[config.mk]
export PLATFORM = sky130hd
export DESIGN_NAME = cr_lane_adder
export DESIGN_NICKNAME = d
export VERILOG_FILES = /design/src/rtl/cr_lane_adder_pkg.sv /design/src/rtl/cr_chunk_add32.sv /design/src/rtl/cr_lane_adder.sv
export SDC_FILE = /design/constraint.sdc
export NUM_CORES = 2
export LEC_CHECK = 0
export ABC_AREA = 0
export BUFFER_PORTS_ARGS = -buffer_cell sky130_fd_sc_hd__buf_4
export CELL_PAD_IN_SITES_DETAIL_PLACEMENT = 1
export CELL_PAD_IN_SITES_GLOBAL_PLACEMENT = 1
export CORE_AREA = 2 2 316 318
export CTS_CLUSTER_DIAMETER = 200
export DETAILED_ROUTE_END_ITERATION = 8
export DIE_AREA = 0 0 318 320
export HOLD_SLACK_MARGIN = 0.15
export PLACE_DENSITY = 0.85
export SYNTH_ARGS = -nofsm -noshare
export SYNTH_HDL_FRONTEND = slang
export SYNTH_SLANG_ARGS = --single-unit
[constraint.sdc]
create_clock -name clk -period 34.5 [get_ports clk]
set_input_delay 5.175 -clock clk [delete_from_list [all_inputs] [get_ports clk]]
set_output_delay 5.175 -clock clk [all_outputs]
set_load 0.02 [all_outputs]
[src/rtl/cr_lane_adder_pkg.sv]
// Shared types and helpers for the correlated-random lane adder.
// Latency: n/a (types and combinational helpers only).
// Backpressure: n/a.
// Contents: prng_t datapath word, width_t lane-width code, cr_cnt_t output
// counter, u32_w_c_t chunk result, cra_state_t FSM state, make_carry_mask.
package cr_lane_adder_pkg;

   localparam int LEN_PRNG   = 256;
   localparam int LEN_MAX_CR = 32;
   localparam int NCHUNK     = LEN_PRNG / 32;

   typedef logic [LEN_PRNG-1:0]   prng_t;
   typedef logic [LEN_MAX_CR-1:0] cr_cnt_t;

   // Thermometer lane-width code: each set bit doubles the lane.
   typedef logic [2:0] width_t;
   localparam width_t W32  = 3'b000;
   localparam width_t W64  = 3'b001;
   localparam width_t W128 = 3'b011;
   localparam width_t W256 = 3'b111;

   // 32-bit chunk sum with its carry out in the MSB.
   typedef struct packed {
      logic        c;
      logic [31:0] s;
   } u32_w_c_t;

   typedef enum logic {CRA_IDLE, CRA_RUN} cra_state_t;

   // Chunk-granular kill mask: bit k set means bit 32k starts a new lane, so
   // the carry from chunk k-1 must not propagate into chunk k.
   function automatic logic [NCHUNK-1:0] make_carry_mask(input width_t w);
      return {~w[0], ~w[1], ~w[0], ~w[2], ~w[0], ~w[1], ~w[0], 1'b1};
   endfunction

   function automatic logic chunk_kill(input width_t w, input logic [2:0] k);
      logic [NCHUNK-1:0] m;
      m = make_carry_mask(w);
      return m[k];
   endfunction

endpackage

[src/rtl/cr_chunk_add32.sv]
// 32-bit chunk adder with lane-boundary carry kill and optional subtract.
// Latency: combinational.
// Backpressure: none (pure datapath).
// Ports: a_i/b_i operands, cin_i carry from the chunk below, kill_i lane
// boundary at this chunk, sub_i subtract mode, res_o {carry, sum}.
module cr_chunk_add32
   import cr_lane_adder_pkg::*;
(
   input  logic [31:0] a_i,
   input  logic [31:0] b_i,
   input  logic        cin_i,
   input  logic        kill_i,
   input  logic        sub_i,
   output u32_w_c_t    res_o
);

   logic [31:0] b_eff;
   logic        cin;

   // Subtraction is a + ~b + 1; the +1 enters at the bottom chunk of every lane.
   assign b_eff = sub_i ? ~b_i : b_i;
   assign cin   = kill_i ? sub_i : cin_i;
   assign res_o = {1'b0, a_i} + {1'b0, b_eff} + {32'b0, cin};

endmodule

[src/rtl/cr_lane_adder.sv]
// Two-stage 256-bit SIMD lane adder (32/64/128/256-bit lanes per beat), counted run.
// Latency: 2 cycles accept-to-output; 1 beat/cycle with out_ready_i high.
// Backpressure: valid/ready; each stage advances when empty or its successor advances.
// Ports: clk, rst (async, active-high); start_i/cnt_target_i load a run;
// a_i/b_i/width_i/in_valid_i/in_ready_o input beat; sum_o/out_valid_o/out_ready_i
// output beat; busy_o in RUN; done_o pulse after the final output handshake.
// Build option CR_LANE_SUB_EN adds sub_i (lane-wise a - b when set).
module cr_lane_adder
   import cr_lane_adder_pkg::*;
(
   input  logic    clk,
   input  logic    rst,
   input  logic    start_i,
   input  cr_cnt_t cnt_target_i,
   input  width_t  width_i,
   input  prng_t   a_i,
   input  prng_t   b_i,
`ifdef CR_LANE_SUB_EN
   input  logic    sub_i,
`endif
   input  logic    in_valid_i,
   output logic    in_ready_o,
   output prng_t   sum_o,
   output logic    out_valid_o,
   input  logic    out_ready_i,
   output logic    busy_o,
   output logic    done_o
);

   cra_state_t   state_q;
   cr_cnt_t      target_q, accepted_q, emitted_q;
   logic         done_q;

   logic         s1_vld_q, s1_c3_q, s1_sub_q;
   width_t       s1_w_q;
   logic [127:0] s1_lo_q, s1_a_hi_q, s1_b_hi_q, s1_lo_d;
   logic         s2_vld_q;
   prng_t        sum_q;
   logic [127:0] s2_hi_d;

   logic         sub_in, s1_take, s2_take, in_fire, out_fire, busy;
   logic [4:0]   c1, c2;
   u32_w_c_t     r1 [4];
   u32_w_c_t     r2 [4];
   logic         unused_top_c;

`ifdef CR_LANE_SUB_EN
   assign sub_in = sub_i;
`else
   assign sub_in = 1'b0;
`endif

   assign busy     = (state_q == CRA_RUN);
   assign s2_take  = ~s2_vld_q | out_ready_i;
   assign s1_take  = ~s1_vld_q | s2_take;
   assign in_ready_o = busy & (accepted_q != target_q) & s1_take;
   assign in_fire  = in_valid_i & in_ready_o;
   assign out_fire = s2_vld_q & out_ready_i;

   // Stage 1: chunks 0..3 from the live inputs.
   assign c1[0] = 1'b0;
   for (genvar k = 0; k < 4; k++) begin : g_s1
      cr_chunk_add32 u_add (
         .a_i    (a_i[32*k +: 32]),
         .b_i    (b_i[32*k +: 32]),
         .cin_i  (c1[k]),
         .kill_i (chunk_kill(width_i, 3'(k))),
         .sub_i  (sub_in),
         .res_o  (r1[k])
      );
      assign c1[k+1]           = r1[k].c;
      assign s1_lo_d[32*k +: 32] = r1[k].s;
   end

   // Stage 2: chunks 4..7 from the registered upper halves and chunk-3 carry.
   assign c2[0] = s1_c3_q;
   for (genvar j = 0; j < 4; j++) begin : g_s2
      cr_chunk_add32 u_add (
         .a_i    (s1_a_hi_q[32*j +: 32]),
         .b_i    (s1_b_hi_q[32*j +: 32]),
         .cin_i  (c2[j]),
         .kill_i (chunk_kill(s1_w_q, 3'(j + 4))),
         .sub_i  (s1_sub_q),
         .res_o  (r2[j])
      );
      assign c2[j+1]             = r2[j].c;
      assign s2_hi_d[32*j +: 32] = r2[j].s;
   end

   // Carry out of the top of the 256-bit word is discarded.
   assign unused_top_c = c2[4];

   always_ff @(posedge clk or posedge rst) begin
      if (rst) begin
         state_q    <= CRA_IDLE;
         target_q   <= '0;
         accepted_q <= '0;
         emitted_q  <= '0;
         done_q     <= 1'b0;
         s1_vld_q   <= 1'b0;
         s1_lo_q    <= '0;
         s1_c3_q    <= 1'b0;
         s1_w_q     <= W32;
         s1_a_hi_q  <= '0;
         s1_b_hi_q  <= '0;
         s1_sub_q   <= 1'b0;
         s2_vld_q   <= 1'b0;
         sum_q      <= '0;
      end else begin
         done_q <= 1'b0;
         case (state_q)
            CRA_IDLE: begin
               if (start_i) begin
                  target_q   <= cnt_target_i;
                  accepted_q <= '0;
                  emitted_q  <= '0;
                  if (cnt_target_i == '0) done_q  <= 1'b1;
                  else                    state_q <= CRA_RUN;
               end
            end
            CRA_RUN: begin
               if (in_fire) accepted_q <= accepted_q + 32'd1;
               if (out_fire) begin
                  emitted_q <= emitted_q + 32'd1;
                  if ((emitted_q + 32'd1) == target_q) begin
                     state_q <= CRA_IDLE;
                     done_q  <= 1'b1;
                  end
               end
            end
            default: state_q <= CRA_IDLE;
         endcase

         if (s1_take) begin
            s1_vld_q <= in_fire;
            if (in_fire) begin
               s1_lo_q   <= s1_lo_d;
               s1_c3_q   <= c1[4];
               s1_w_q    <= width_i;
               s1_a_hi_q <= a_i[255:128];
               s1_b_hi_q <= b_i[255:128];
               s1_sub_q  <= sub_in;
            end
         end

         if (s2_take) begin
            s2_vld_q <= s1_vld_q;
            if (s1_vld_q) sum_q <= {s2_hi_d, s1_lo_q};
         end
      end
   end

   assign sum_o       = sum_q;
   assign out_valid_o = s2_vld_q;
   assign busy_o      = busy;
   assign done_o      = done_q;

endmodule
---- Yosys cells after proc, flatten, opt, wreduce, memory -nomap -nowiden ----
Cells that the tools add are included.
word-level totals
  word-level logic and storage cells ...... 72
  bits of input ports ..................... 552
  register bits after elaboration ......... 744
  memory bits (writable) .................. 0
  output and inout bits ................... 260
  memory bits (read-only) ................. 0
  bits in latches ......................... 0
  memories kept ........................... 0
cells by class
  bitwise gates (word level) .............. 9
  divide/modulo/power cells ............... 0
  muxes and demuxes ....................... 22
  eq/ne operators ......................... 5
  $lt $le $gt $ge ......................... 0
  multipliers ............................. 0
  $add $sub $neg .......................... 17
  shift-type cells ........................ 0
  reductions and logical operators ........ 6
operators by type and width
  operator                 count
  $add A32 B32 Y33         7
  $add A33 B1 Y33          6
  $pmux W32 S2             2
  $mux W32                 3
  $add A32 B1 Y32 const B  2
  $add A32 B1 Y32          1
  $add A32 B32 Y32         1
  $eq A32 B32 Y1           1
  $logic_not A32 Y1        1
  $ne A32 B32 Y1           1
  $mux W1                  15
  $reduce_and A2 Y1        5
  $and A1 B1 Y1            4
  $ne A2 B1 Y1 const B     2
  $pmux W1 S2              2
  $not A1 Y1               3
  $ne A2 B2 Y1 const B     1
  $or A1 B1 Y1             2

---- Logic depth before layout (Yosys ltp) ----
  word-level depth ........................ 8
  mapped depth ............................ 48
  mapped depth without buffers ............ 48

---- Hierarchy ----
Synthesis repeated with hierarchy kept, for this count alone.
second synthesis, totals
  cell total of the unflattened synthesis .. 4,281
  area total of the unflattened synthesis .. 45,859.0 um2
modules (own cells, without submodules)
  module                               instances  cells an instance  area an instance (um2)
  cr_lane_adder                        1          2,083              29,791.1
  cr_chunk_add32 at g_s1[1].u_add ...  4          266                1,951.9
  cr_chunk_add32 at g_s1[0].u_add      1          290                2,133.3
  cr_chunk_add32 at g_s2[1].u_add      1          282                2,057.0
  cr_chunk_add32 at g_s2[3].u_add      1          285                2,052.0
  cr_chunk_add32 at g_s2[2].u_add      1          277                2,018.2

---- Least setup slack after synthesis ----
Ideal clock, no wire load.
  kind .................................... input port to flip-flop
  start ................................... in a_i[13]
  end ..................................... reg s1_c3_q
  setup time .............................. 0.086 ns
  slack ................................... 20.489 ns
  arrival ................................. 13.925 ns
  stages .................................. 48
  cell sequence ........................... ha_1 -> clkbuf_1 -> nand2_1 -> o21a_1 -> o221ai_1 -> a221o_1 -> a221o_1 -> a21o_1 -> a221o_1 -> a21oi_2 -> o21ai_1 -> o211ai_1 -> fa_1 -> fa_1 -> nor2b_1 -> o31a_1 -> o21ai_0 -> a21o_1 -> (+12 left out) -> o41ai_2 -> o211ai_1 -> nand4_1 -> a21oi_1 -> o21ai_0 -> fa_1 -> inv_1 -> fa_1 -> a21o_1 -> a21oi_1 -> o21a_1 -> o211ai_1 -> nand2_1 -> nor4_1 -> o21ai_1 -> o21ai_0 -> a2111oi_0 -> nor3_1
between the ends
  word-level cells in the longest chain between the ends .. 7
RTL lines
  element                 RTL line              text
  start: declaration      cr_lane_adder.sv:16   input prng_t a_i,
  $add A32 B32 Y33        cr_chunk_add32.sv:23  assign res_o = {1'b0, a_i} + {1'b0, b_eff} + {32'b0, cin};
  $mux W1                 cr_chunk_add32.sv:22  assign cin = kill_i ? sub_i : cin_i;
  $add A33 B1 Y33         cr_chunk_add32.sv:23
  $mux W1                 cr_chunk_add32.sv:22
  $add A33 B1 Y33         cr_chunk_add32.sv:23
  $mux W1                 cr_chunk_add32.sv:22
  $add A33 B1 Y33         cr_chunk_add32.sv:23
  end signal: assignment  cr_lane_adder.sv:138  s1_c3_q <= c1[4];
  end: declaration        cr_lane_adder.sv:34   logic s1_vld_q, s1_c3_q, s1_sub_q;
Every way passes these cells.
A chain may end at the register's enable or synchronous reset.

---- Final worst setup path ----
  start ................................... in b_i[0]
  end ..................................... reg s1_c3_q
between the ends
  word-level cells in the longest chain between the ends .. 7
RTL lines
  element             RTL line              text
  start: declaration  cr_lane_adder.sv:17   input prng_t b_i,
  $add A32 B32 Y33    cr_chunk_add32.sv:23
  $mux W1             cr_chunk_add32.sv:22
  $add A33 B1 Y33     cr_chunk_add32.sv:23
  $mux W1             cr_chunk_add32.sv:22
  $add A33 B1 Y33     cr_chunk_add32.sv:23
  $mux W1             cr_chunk_add32.sv:22
  $add A33 B1 Y33     cr_chunk_add32.sv:23
Every way passes these cells.

==> metrics.txt <==
outcome=completed; startpoint of the most critical hold path=s1_lo_q[64]; r2r setup slk=about 22 ns; clock buffer depth=3; number of levels the H-tree was split into=3; Layout area overhead=24.6%; Reg-to-Reg End=sum_o[255]; startpoint class of the critical path=primary input; type of element capturing the critical path=flip-flop; total placed cells including tap cells=6704; Root Driver=sky130_fd_sc_hd__clkbuf_16; switching power share of the total=38.0%; RSZ-0062 raised after global routing=false; Post-Syn Nets=5599; antenna violation net count after detailed routing=0; maximum cell stage delay along the critical path=0.63 ns; clock slew at the register clock pins of the worst setup and hold paths=0.06 ns; grt ovf=0; number of buffers added for setup after CTS=0; critical-path maximum fanout=4; sequential element share of the synthesized area=45.2%; clock skew after layout=0.0330 ns; number of enable flip-flop cells after synthesis=0; final layout net count=about 6300; non-filler cells, final=around 6900; CTS tree=done; Starting Density=a little over two fifths; number of maximum-capacitance constraint violations=0; fraction of registers with async set or reset after synthesis=100%; commonest cells after routing, fill and taps aside=sky130_fd_sc_hd__nand2_1 (1649), sky130_fd_sc_hd__buf_4 (830), sky130_fd_sc_hd__dfrtp_1 (744), sky130_fd_sc_hd__o21ai_0 (361), sky130_fd_sc_hd__ha_1 (250); fill cell count=between 10000 and 15000; routed wire length=154000 um; setup total negative slack=0 ns; vias per inst=5.51; footprint of the multi-input gates=0.0215 mm^2; drt initial violations=2352; Cell Pwr Density=67.1 mW/mm^2; Worst Reg-to-Reg Cells=47; leakage dissipation=around 26 nW; maximum frequency from static timing analysis=63.2 MHz; global-route wire length before repair=236000 um; most frequently used flop master after synthesis=sky130_fd_sc_hd__dfrtp_1; synthesized flop and latch total=744; estimated wirelength of the detail-placed design=around 120000 um; Clk network pwr share=between 20% and 30%; number of detailed-route iterations in the first pass=7; kind of path behind the tightest hold check=flip-flop to flip-flop; IR drop worst, VDD=0.0387 mV; Die ar.=a little over 0.1 mm^2; max-slew headroom at the worst pin=18.0%; Worst EP arrival=roughly 16 ns; power share of the sequential group=36.5%; worst hold path endpoint=sum_o[64]; crit path kind=primary input to flip-flop; hold buffers post-CTS=0; internal power=approximately 2.1 mW; Period Utilization, post-route=between 40 and 50%; die outline width=318 um; routability congestion estimate=0.952; top-level port count=812; routed vias=about 38000; pin count of the biggest net entering global routing=around 240; routed length per placed instance=22.4 um; Worst-Skew Late Latency=between 0.6 and 0.7 ns; number of pins with negative max-slew slack in the final report=0; r2r startpoint=s1_c3_q; Worst path most repeated cell=sky130_fd_sc_hd__fa_1; total CTS buffers=86; Final setup violation count=0; die height=320 um; core box area=0.0980 mm^2; number of cells traversed by the worst hold path=2; via count of the first global-routing pass=40500; fraction of final layout cells with drive strength greater than 1=a little under a fifth; transition time at the pin with the least slew margin=1.23 ns; Resized cells post-CTS=0; number of buffers inserted by port buffering=811; antenna violations before repair=15; Post-Synthesis Cells=4783; Slowest-stage cell, CP=sky130_fd_sc_hd__nor4_1; Tot GR Track Use=29.6%; count of unresolved DRC violations after routing=0; most common cell after layout, fill and taps aside=sky130_fd_sc_hd__nand2_1; Syn Area/Cell=between 8 and 9 um^2; area taken by flip-flops and latches=~0.019 mm^2; Psw=1.31 mW; number of placement rows=115; combinational share of power=35.5%; Final Critical Period=15.83 ns; Clock Sinks=744; number of hold violations in the final report=0; count of cell types in the netlist=85; Yosys warnings=0; data required time of the critical path=around 35 ns; Netlist Area Pre-Place=0.0411 mm^2
==> worst max path at each step <==
stage | startpoint | to | slack, ns | depth (start not counted)
after floorplan | rst | accepted_q[0] | 8.45 | 1
after detailed placement | b_i[0] | s1_c3_q | 18.26 | 49
after CTS | b_i[0] | s1_c3_q | 18.80 | 49
after global routing | b_i[0] | s1_c3_q | 17.80 | 49
final | b_i[0] | s1_c3_q | 18.67 | 49
after global placement | b_i[0] | s1_c3_q | 18.54 | 49
==> per-layer routing <==
metal	track usage, %	part of all wire [%]	up-vias
met4	14.4	5.0	16
met1	34.2	39	18800
met5	0	0.070	-
li1	-	-	17700
met2	51.6	49	1075
met3	7.01	6.5	292
==> sequential cells by signal, indices dropped and copies added, names as in the netlist, 3 cells and up <==
| name | count |
|---|---|
| sum_o | 256 |
| target_q | 32 |
| emitted_q | 32 |
| s1_a_hi_q | 128 |
| accepted_q | 32 |
| s1_lo_q | 128 |
| s1_b_hi_q | 128 |
| s1_w_q | 3 |
==> synthesized netlist by cell type (all sizes together) (25+ instances only) <==
library cell | number | share of area, %
a21o | 129 | 2.4
a21oi | 210 | 2.6
a31oi | 36 | 0.55
and3 | 36 | 0.55
buf | 36 | 0.43
clkbuf | 164 | 1.5
dfrtp | 744 | 45
ha | 250 | 7.6
inv | 75 | 0.68
nand2 | 1650 | 15
nand2b | 34 | 0.52
nand3 | 73 | 0.90
nand4 | 49 | 0.75
nor2 | 163 | 1.5
nor2b | 29 | 0.44
nor3 | 41 | 0.51
nor4 | 28 | 0.50
o21a | 29 | 0.53
o21ai | 383 | 4.7
o31ai | 33 | 0.60
or3 | 25 | 0.38
xnor2 | 141 | 3.0
xor2 | 175 | 3.7
==> area by class of cell <==
cell class / count / area share [%]
diodes: 5 / 0.0244
clock buffers: 119 / 4.85
clock inverters: 38 / 0.883
inverters: 75 / 0.564
multi-input cells: 3764 / 41.9
flip-flops and latches: 744 / 36.3
well taps: 1287 / 3.14
repair buffers: 834 / 12.3
==> worst max-delay path: cells and delay by family <==
kind / cells / cell delay [ns]
AND/OR/NAND/NOR: 9 / 1.82
buffers and inverters: 2 / 0.18
adder cells (fa/ha/maj): 8 / 2.89
AO/OA/AOI/OAI: 30 / 6.34
==> kinds of logic after synthesis <==
family	share of synthesized area (%)
simple gates	22.1
compound gates	14.8
flops	45.2
xor+xnor	6.73
buf+inv	2.61
fa+ha+maj	8.28
mux	0.152
==> through the flow <==
stage	setup slack [ns]	utilization [%]	total power, mW	hold WS (ns)	area, um^2
after floorplan	8.45	-	1.92	0.433	41100
after global placement	18.54	49.3	2.43	0.446	48300
after detailed placement	18.26	49.3	2.47	0.454	48300
after CTS	18.80	52.3	3.46	0.469	51300
after global routing	17.80	52.3	3.62	0.492	51300
final	18.67	52.3	3.44	0.470	51300
==> power by group through the flow <==
stage	Combinational (mW)	Clock (mW)	Sequential, mW
finish	1.22	0.966	1.25
global route	1.33	1.02	1.28
CTS	1.22	0.985	1.25
detailed placement	1.21	0	1.26
global placement	1.17	0	1.25
floorplan	0.563	0	1.36
Note: power is estimated with default switching activity, not from simulation.
